File: src/rtl/ca90_im_pkg.sv
// Shared types and constants for the sequential CA90 item memory.
//   ca90_im_state_e : controller states (idle, load bank base, step, result held)
//   Ca90ImPerm      : CA90 shift applied once per step cycle
//   sel_width()     : clog2 helper for index widths
//   bank_width()    : clog2 clamped to at least one bit, so a single-bank build still
//                     has a legal bank register
package ca90_im_pkg;

  typedef enum logic [1:0] {
    StIdle = 2'd0,
    StLoad = 2'd1,
    StStep = 2'd2,
    StDone = 2'd3
  } ca90_im_state_e;

  localparam int unsigned Ca90ImPerm = 7;

  function automatic int unsigned sel_width(input int unsigned n);
    return $clog2(n);
  endfunction

  function automatic int unsigned bank_width(input int unsigned n);
    return (n > 1) ? $clog2(n) : 1;
  endfunction

endpackage

File: src/rtl/ca90_hier_base.sv
// Expands one bank seed into a full-width base HV. Block 0 (LSBs) is the seed itself;
// each following SeedWidth-bit block is the previous block after one CA90 step
// (shift 1), so a small seed fills the whole hypervector.
// Ports:
//   seed_i : bank seed
//   hv_o   : base HV of the bank
module ca90_hier_base #(
  parameter int unsigned HVDimension = 512,
  parameter int unsigned SeedWidth   = 32
) (
  input  logic [SeedWidth-1:0]   seed_i,
  output logic [HVDimension-1:0] hv_o
);

  localparam int unsigned NumBlocks = HVDimension / SeedWidth;

  logic [SeedWidth-1:0] blocks [NumBlocks];

  assign blocks[0] = seed_i;

  for (genvar g = 1; g < NumBlocks; g++) begin : gen_chain
    ca90_unit #(
      .Width(SeedWidth),
      .Shift(1)
    ) u_blk (
      .hv_i(blocks[g-1]),
      .hv_o(blocks[g])
    );
  end

  for (genvar g = 0; g < NumBlocks; g++) begin : gen_pack
    assign hv_o[g*SeedWidth +: SeedWidth] = blocks[g];
  end

endmodule

File: src/rtl/ca90_unit.sv
// One CA90 step over a Width-bit ring: each output bit is the XOR of the bits Shift
// places to its left and right, which is rotl(x, Shift) ^ rotr(x, Shift).
// Ports:
//   hv_i : current vector
//   hv_o : vector after one step
module ca90_unit #(
  parameter int unsigned Width = 512,
  parameter int unsigned Shift = 7
) (
  input  logic [Width-1:0] hv_i,
  output logic [Width-1:0] hv_o
);

  assign hv_o = {hv_i[Width-Shift-1:0], hv_i[Width-1:Width-Shift]} ^
                {hv_i[Shift-1:0], hv_i[Width-1:Shift]};

endmodule

File: src/rtl/ca90_item_memory_seq.sv
// Sequential CA90 item memory. A request loads the hierarchical base of the item's
// bank and then applies one CA90 step per cycle until the wanted index is reached;
// the result is held on im_o with im_valid_o until consumed.
// Optional feature macro: CA90_IM_REUSE_EN. When defined, the last generated item is
// kept and a later request in the same bank at an equal or higher index continues from
// it instead of reloading; clr_i drops that cached state. When undefined, every request
// reloads and clr_i is ignored.
// Ports:
//   clk_i, rst_ni : clock, asynchronous active-low reset
//   seed_hv_i     : per-bank seeds, bank b at [b*SeedWidth +: SeedWidth]; held stable
//                   from acceptance through the load cycle
//   clr_i         : invalidate reuse cache
//   req_valid_i / req_ready_o / im_sel_i : request handshake and item index
//   im_valid_o / im_ready_i / im_o       : result handshake and item HV (registered)
//   busy_o        : controller not idle
module ca90_item_memory_seq
  import ca90_im_pkg::*;
#(
  parameter int unsigned HVDimension  = 512,
  parameter int unsigned NumTotIm     = 1024,
  parameter int unsigned NumPerImBank = 128,
  parameter int unsigned SeedWidth    = 32,
  parameter int unsigned Ca90ImPerm   = ca90_im_pkg::Ca90ImPerm,
  localparam int unsigned NumImSets   = NumTotIm / NumPerImBank,
  localparam int unsigned ImSelWidth  = sel_width(NumTotIm),
  localparam int unsigned IdxWidth    = sel_width(NumPerImBank),
  localparam int unsigned BankWidth   = bank_width(NumImSets)
) (
  input  logic                           clk_i,
  input  logic                           rst_ni,
  input  logic [NumImSets*SeedWidth-1:0] seed_hv_i,
  input  logic                           clr_i,
  input  logic                           req_valid_i,
  output logic                           req_ready_o,
  input  logic [ImSelWidth-1:0]          im_sel_i,
  output logic                           im_valid_o,
  input  logic                           im_ready_i,
  output logic [HVDimension-1:0]         im_o,
  output logic                           busy_o
);

  ca90_im_state_e state_q, state_d;

  logic [HVDimension-1:0] cur_hv_q, cur_hv_d;
  logic [IdxWidth-1:0]    cur_idx_q, cur_idx_d;
  logic [IdxWidth-1:0]    tgt_idx_q, tgt_idx_d;
  logic [BankWidth-1:0]   bank_q, bank_d;  // bank captured at acceptance, drives the load

  logic [IdxWidth-1:0]    req_idx;
  logic [BankWidth-1:0]   req_bank;
  logic                   req_hit;
  logic [IdxWidth-1:0]    cur_idx_inc;

  logic [SeedWidth-1:0]   seed_arr [NumImSets];
  logic [SeedWidth-1:0]   seed_sel;
  logic [HVDimension-1:0] base_hv;
  logic [HVDimension-1:0] step_hv;

  assign req_idx     = im_sel_i[IdxWidth-1:0];
  assign req_bank    = BankWidth'(im_sel_i >> IdxWidth);
  assign cur_idx_inc = cur_idx_q + IdxWidth'(1);

  for (genvar g = 0; g < NumImSets; g++) begin : gen_seed
    assign seed_arr[g] = seed_hv_i[g*SeedWidth +: SeedWidth];
  end

  assign seed_sel = seed_arr[bank_q];

  ca90_hier_base #(
    .HVDimension(HVDimension),
    .SeedWidth  (SeedWidth)
  ) u_hier_base (
    .seed_i(seed_sel),
    .hv_o  (base_hv)
  );

  ca90_unit #(
    .Width(HVDimension),
    .Shift(Ca90ImPerm)
  ) u_step (
    .hv_i(cur_hv_q),
    .hv_o(step_hv)
  );

`ifdef CA90_IM_REUSE_EN
  logic                 cur_vld_q, cur_vld_d;
  logic [BankWidth-1:0] cur_bank_q, cur_bank_d;

  // Only forward stepping is possible, so a lower index in the same bank must reload.
  assign req_hit = cur_vld_q && (req_bank == cur_bank_q) && (req_idx >= cur_idx_q);

  always_comb begin
    cur_vld_d  = cur_vld_q;
    cur_bank_d = cur_bank_q;
    if (state_q == StLoad) begin
      cur_vld_d  = 1'b1;
      cur_bank_d = bank_q;
    end
    // A seed change wins over a concurrent load; the in-flight item still completes.
    if (clr_i) begin
      cur_vld_d = 1'b0;
    end
  end

  always_ff @(posedge clk_i or negedge rst_ni) begin
    if (!rst_ni) begin
      cur_vld_q  <= 1'b0;
      cur_bank_q <= '0;
    end else begin
      cur_vld_q  <= cur_vld_d;
      cur_bank_q <= cur_bank_d;
    end
  end
`else
  logic unused_clr;

  assign req_hit    = 1'b0;
  assign unused_clr = clr_i;
`endif

  always_comb begin
    state_d     = state_q;
    cur_hv_d    = cur_hv_q;
    cur_idx_d   = cur_idx_q;
    tgt_idx_d   = tgt_idx_q;
    bank_d      = bank_q;
    req_ready_o = 1'b0;
    im_valid_o  = 1'b0;
    busy_o      = 1'b1;
    unique case (state_q)
      StIdle: begin
        req_ready_o = 1'b1;
        busy_o      = 1'b0;
        if (req_valid_i) begin
          tgt_idx_d = req_idx;
          bank_d    = req_bank;
          if (req_hit) begin
            state_d = (req_idx > cur_idx_q) ? StStep : StDone;
          end else begin
            state_d = StLoad;
          end
        end
      end
      StLoad: begin
        cur_hv_d  = base_hv;
        cur_idx_d = '0;
        state_d   = (tgt_idx_q != '0) ? StStep : StDone;
      end
      StStep: begin
        cur_hv_d  = step_hv;
        cur_idx_d = cur_idx_inc;
        if (cur_idx_inc == tgt_idx_q) begin
          state_d = StDone;
        end
      end
      StDone: begin
        im_valid_o = 1'b1;
        if (im_ready_i) begin
          state_d = StIdle;
        end
      end
      default: begin
        state_d = StIdle;
      end
    endcase
  end

  always_ff @(posedge clk_i or negedge rst_ni) begin
    if (!rst_ni) begin
      state_q   <= StIdle;
      cur_hv_q  <= '0;
      cur_idx_q <= '0;
      tgt_idx_q <= '0;
      bank_q    <= '0;
    end else begin
      state_q   <= state_d;
      cur_hv_q  <= cur_hv_d;
      cur_idx_q <= cur_idx_d;
      tgt_idx_q <= tgt_idx_d;
      bank_q    <= bank_d;
    end
  end

  // cur_hv only changes in load/step, so it is already stable while the result is held.
  assign im_o = cur_hv_q;

endmodule

File: config.mk
export PLATFORM = sky130hd
export DESIGN_NAME = ca90_item_memory_seq
export DESIGN_NICKNAME = d
export VERILOG_FILES = /design/src/rtl/ca90_im_pkg.sv /design/src/rtl/ca90_hier_base.sv /design/src/rtl/ca90_unit.sv /design/src/rtl/ca90_item_memory_seq.sv
export SDC_FILE = /design/constraint.sdc
export NUM_CORES = 2
export LEC_CHECK = 0
export BUFFER_PORTS_ARGS = -buffer_cell sky130_fd_sc_hd__buf_2
export CORE_AREA = 2 2 324 326
export DETAILED_ROUTE_END_ITERATION = 12
export DIE_AREA = 0 0 326 328
export GPL_TIMING_DRIVEN = 1
export HOLD_SLACK_MARGIN = 0.03
export PLACE_DENSITY = 0.61
export SLEW_MARGIN = 30
export SYNTH_ARGS = -nofsm -noshare
export SYNTH_HDL_FRONTEND = slang
export SYNTH_SLANG_ARGS = --single-unit
File: constraint.sdc
create_clock -name clk_i -period 4.14 [get_ports clk_i]
set_input_delay 0.621 -clock clk_i [delete_from_list [all_inputs] [get_ports clk_i]]
set_output_delay 0.621 -clock clk_i [all_outputs]
set_load 0.02 [all_outputs]
# After elaboration in Yosys (flattened, before gate mapping)
# Cells that the tools add are included.
# Widths: inputs -> output; s select.
# classes
reduce_logical	5
bitwise	17
mul	0
n_addsub	1
shifts	0
muxes	13
eq_ne	7
div	0
order_cmp	1
# op_table
cell	count
$pmux 512 s2	1
$xor 512x512->512	1
$xor 32x32->32	15
$bmux 32 s3	1
$mux 32	2
$pmux 7 s2	1
$pmux 2 s4	1
$add 7x1->7 const B	1
$eq 7x7->1	1
$reduce_bool 7->1	1
$mux 2	3
$ne 2x2->1 const B	3
$eq 2x2->1 const B	2
$ge 4x4->1 const B	1
$mux 1	4
$not 3->4	1
$reduce_and 3->1	1
$eq 2x1->1 const B	1
$logic_not 2->1	1
$reduce_and 2->1	1
$reduce_bool 2->1	1
# word_totals
ram_bits	0
output_inout_bits	515
n_memories	0
romBits	0
latch_bits	0
ff_bits	531

# Depth between registers and ports, before layout
# logic_depth
word_depth	20
ltp_mapped	16
ltp_nobuf	11

# Hierarchy
# Synthesis repeated with hierarchy kept, for this count alone.
# hier_totals
cells_unflattened	3461
hier_area_um2	35033.6
# by_module_without_submodules
mod	area_per_inst_um2	cells_each	n_inst
ca90_item_memory_seq	26105.0	2437	1
ca90_unit at u_step	4484.3	512	1
ca90_unit at u_hier_base.gen_chain[10].u_blk ...	280.3	32	15
ca90_hier_base	240.2	32	1

# Worst setup path after synthesis
# Ideal clock, no wire load.
# synth_path
path_kind	input-to-reg
start	input seed_hv_i[211]
end	register cur_hv_q[482] (netlist: im_o[482])
path_buffers	0
slack_ns	0.357
cell_stages	10
required_ns	4.013
arrival_ns	3.656
path_cell_list	xor2_1 > mux4_2 > mux2i_1 > xnor2_2 > xnor3_1 > xor3_1 > xnor2_2 > xnor3_2 > nor2_4 > o2bb2ai_1
# synth_between
elab_chain_cells	19
# synth_lines
item	line	source
start, declared	ca90_item_memory_seq.sv:31	input logic [NumImSets*SeedWidth-1:0] seed_hv_i,
$bmux 32 s3	ca90_item_memory_seq.sv:67	assign seed_sel = seed_arr[bank_q];
$mux 32 (implied by the code) (2 in a row)	ca90_item_memory_seq.sv:67	
$xor 32x32->32 (15 in a row)	ca90_unit.sv:14	assign hv_o = {hv_i[Width-Shift-1:0], hv_i[Width-1:Width-Shift]} ^
$pmux 512 s2	ca90_item_memory_seq.sv:130	unique case (state_q)
end signal, assigned	ca90_item_memory_seq.sv:177	cur_hv_q <= cur_hv_d;
end, declared	ca90_item_memory_seq.sv:44	logic [HVDimension-1:0] cur_hv_q, cur_hv_d;
# No other way between the ends. The select of a mux whose other input is x is not followed.
# A chain may end at the register's enable or synchronous reset.

# Worst setup path after layout
# layout_path
start	register bank_q[1]
end	register cur_hv_q[471] (netlist: im_o[471])
# layout_between
elab_chain_cells	19
# layout_lines
item	line	source
start, declared	ca90_item_memory_seq.sv:47	logic [BankWidth-1:0] bank_q, bank_d;
start signal, assigned	ca90_item_memory_seq.sv:180	bank_q <= bank_d;
$not 3->4 (implied by the code)	ca90_item_memory_seq.sv:67	
$bmux 32 s3	ca90_item_memory_seq.sv:67	
$mux 32 (implied by the code) (2 in a row)	ca90_item_memory_seq.sv:67	
$xor 32x32->32 (14 in a row)	ca90_unit.sv:14	
$pmux 512 s2	ca90_item_memory_seq.sv:130	
# No other way between the ends. The select of a mux whose other input is x is not followed.

==> results.toml <==
[routing]
drt_iter0_markers = 3020
wl_per_cell_um = 27.1
met3WireLength_um = 13600
met1_length_um = 65000
dr_total_vias = 32169
ant_nets = 0
wl_met2_um = 74000
viasPerCell = 5.37
finalWirelength_um = 162000
topRoutingLayerUsed = "met5"
drcViolationCount = 0
dr.pass1.iters = 7

[cts]
clock-sinks = 531
root_buffer = "clkbuf_16"
h-tree-depth = 3
cts_tree = "built"
clock_latency_ns = 0.67
cts_buffer_depth = 3
cts_buffers = 67
postCtsHoldBufs = 0
clk_pin_slew_worst_paths_ns = 0.06

[place]
place_hpwl_um = 127000
place.gp.congestion = 1.02
port-buffer-count = 784
pre_cts_slack_ns = -0.128

[setup_path]
r2r_start = "bank_q[1]"
critPathMaxFanout = 26
rr_endpoint = "im_o[471]"
reg2reg_depth = 13
crit_type = "reg2reg"
cp.arrival_ns = 4.54
crit_path_end_kind = "register"
cp.required_ns = 4.63
rrSetupSlack_ns = 0.1
start_kind = "register"

[logic_synthesis]
yosysTopAreaCell = "dfrtp_1"
yosysMostFrequentCell = "dfrtp_1"
async_reset_ff_frac = 1.00
synth.distinct_cells = 62
synthesis.nets = 3945
ys_ff_latch = 531
ys_top_cells_by_count = "531 x dfrtp_1, 498 x xnor2_1, 444 x xor2_1, 399 x o21ai_0, 329 x nand2_1"
synth_top_area_share = 0.368
netlist_area_sq_um = 36100
synthCells = 3669
avgSynthCellArea_sq_um = 9.83
synth.area.top_cells = "dfrtp_1 37%, xnor2_1 12%, xor2_1 11%"
synth-main-ff-cell = "dfrtp_1"
synth-edff-count = 0
ys_seq_area_frac = 0.368
yosysWarnings = 0

[timing]
fin_crit_sh = 0.977
clock.fmax_mhz = 247
tightest_slew_ns = 0.981
relSlewSlack = 0.327
setup_ws_ns = 0.0971
maxSlewViolCount = 0
setup_viol = 0
hold_violations = 0
skew_ns = 0.0305
fin_crit_ns = 4.04

[cells_and_area]
seqCellArea_sq_um = 13300
layout-drive-gt1-share = 0.319
area_growth_syn_to_layout_pct = 26.1
fillers = 10005
multiInputGateArea_sq_um = 20900
nets = 4822

[floorplan]
io_pins = 786
fp.coreArea_sq_um = 103000
initial_core_util = 0.349
die_h_um = 328
dieWidth_um = 326
num_rows = 118
design.die.area_sq_um = 107000

[job]
maxCapViolCount = 0

[global_routing]
grt_pass1_vias = 30734
grt.total_usage = 0.294
antenna_found_initial = 20
grt_overflow = 0
grt_pass1_wl_um = 228000
grt_start_max_net_pins = 210

[worst_hold_path]
min_path_type = "in2async"

[run_status]
status = "completed"
cells by family after synthesis:
group / share of synthesized area
XOR/XNOR: 0.248
AO/OA/AOI/OAI: 0.152
flip-flops: 0.368
AND/OR/NAND/NOR: 0.0571
buffers and inverters: 0.0567
multiplexers: 0.116
adder cells (fa/ha/maj): 0.00173
flip-flops by register name (all words and copies together) (netlist names):
register and cells:
bank_q 3, tgt_idx_q 7, cur_idx_q 7, im_o 512, state_q 2
timing repair:
action                                 4_1_cts  5_1_grt
setup endpoints to repair                    6       33
gates cloned                                 0        0
resized for setup                            3       13
endpoints found under the hold margin        0        0
buffers inserted                             0        0
pin swaps                                    0        0
area by class of cell:
type / count / share of cell area
clock inverter: 28 / 0.00994
multi-input combinational: 2645 / 0.459
antenna: 15 / 0.000826
clock buffer: 93 / 0.0415
inverter: 265 / 0.0220
sequential: 531 / 0.293
timing repair buffer: 1036 / 0.136
tap: 1380 / 0.0380
worst max-delay path, stage by stage (launching register included):
cell      delay (ns)
dfrtp_4         0.58
buf_12          0.21
or2_2           0.41
a211oi_1        0.41
nor4_4          0.11
xnor2_2         0.15
buf_4           0.20
xor3_2          0.44
xor3_1          0.46
xnor2_1         0.23
buf_4           0.16
mux2i_1         0.19
buf_4           0.20
o221ai_1        0.13
through the flow:
stage / cell area [sq um] / hold WS, ns / cells / util / TNS (ns)
CTS: 45300 / 0.0625 / 5978 / 0.439 / 0
floorplan: 36100 / 0.325 / 3669 / - / 0
detailed placement: 43000 / 0.562 / 5857 / 0.417 / -0.568
global route: 45400 / 0.0339 / 5988 / 0.440 / -0.00550
finish: 45500 / 0.00349 / 5993 / 0.440 / 0
global placement: 43000 / 0.555 / 5857 / 0.416 / -0.186
routing by layer:
layer  GRT usage  vias to the layer above
li1            -                    14258
met1       0.373                    16075
met2       0.465                     1492
met3      0.0732                      338
met4       0.152                        6
met5           0                        -
cell usage in the layout, fill, tap and decap left out, types with 30 or more instances in the layout:
cell type	count
a21oi_1	103
o211ai_1	225
mux2_2	172
mux4_2	65
buf_12	30
buf_2	783
o21ai_0	398
dfrtp_1	528
xnor2_1	492
nor2_1	115
o2bb2ai_1	57
buf_4	222
inv_1	262
xor2_1	442
nand2_1	328
o221ai_1	31
clkbuf_16	67
how the worst max path moves through the flow:
stage / startpoint / end / slack [ns] / cells past startpoint
after floorplan: seed_hv_i[211] / im_o[482] / 0.36 / 10
after global placement: bank_q[1] / im_o[315] / -0.04 / 12
after detailed placement: bank_q[2] / im_o[393] / -0.13 / 11
after CTS: bank_q[0] / im_o[492] / 0.06 / 13
after global routing: bank_q[1] / im_o[471] / -0.003 / 13
final: bank_q[1] / im_o[471] / 0.1 / 13
Power is not shown: default switching activity piles up to over one toggle a cycle in this logic, so the estimate is an artifact.
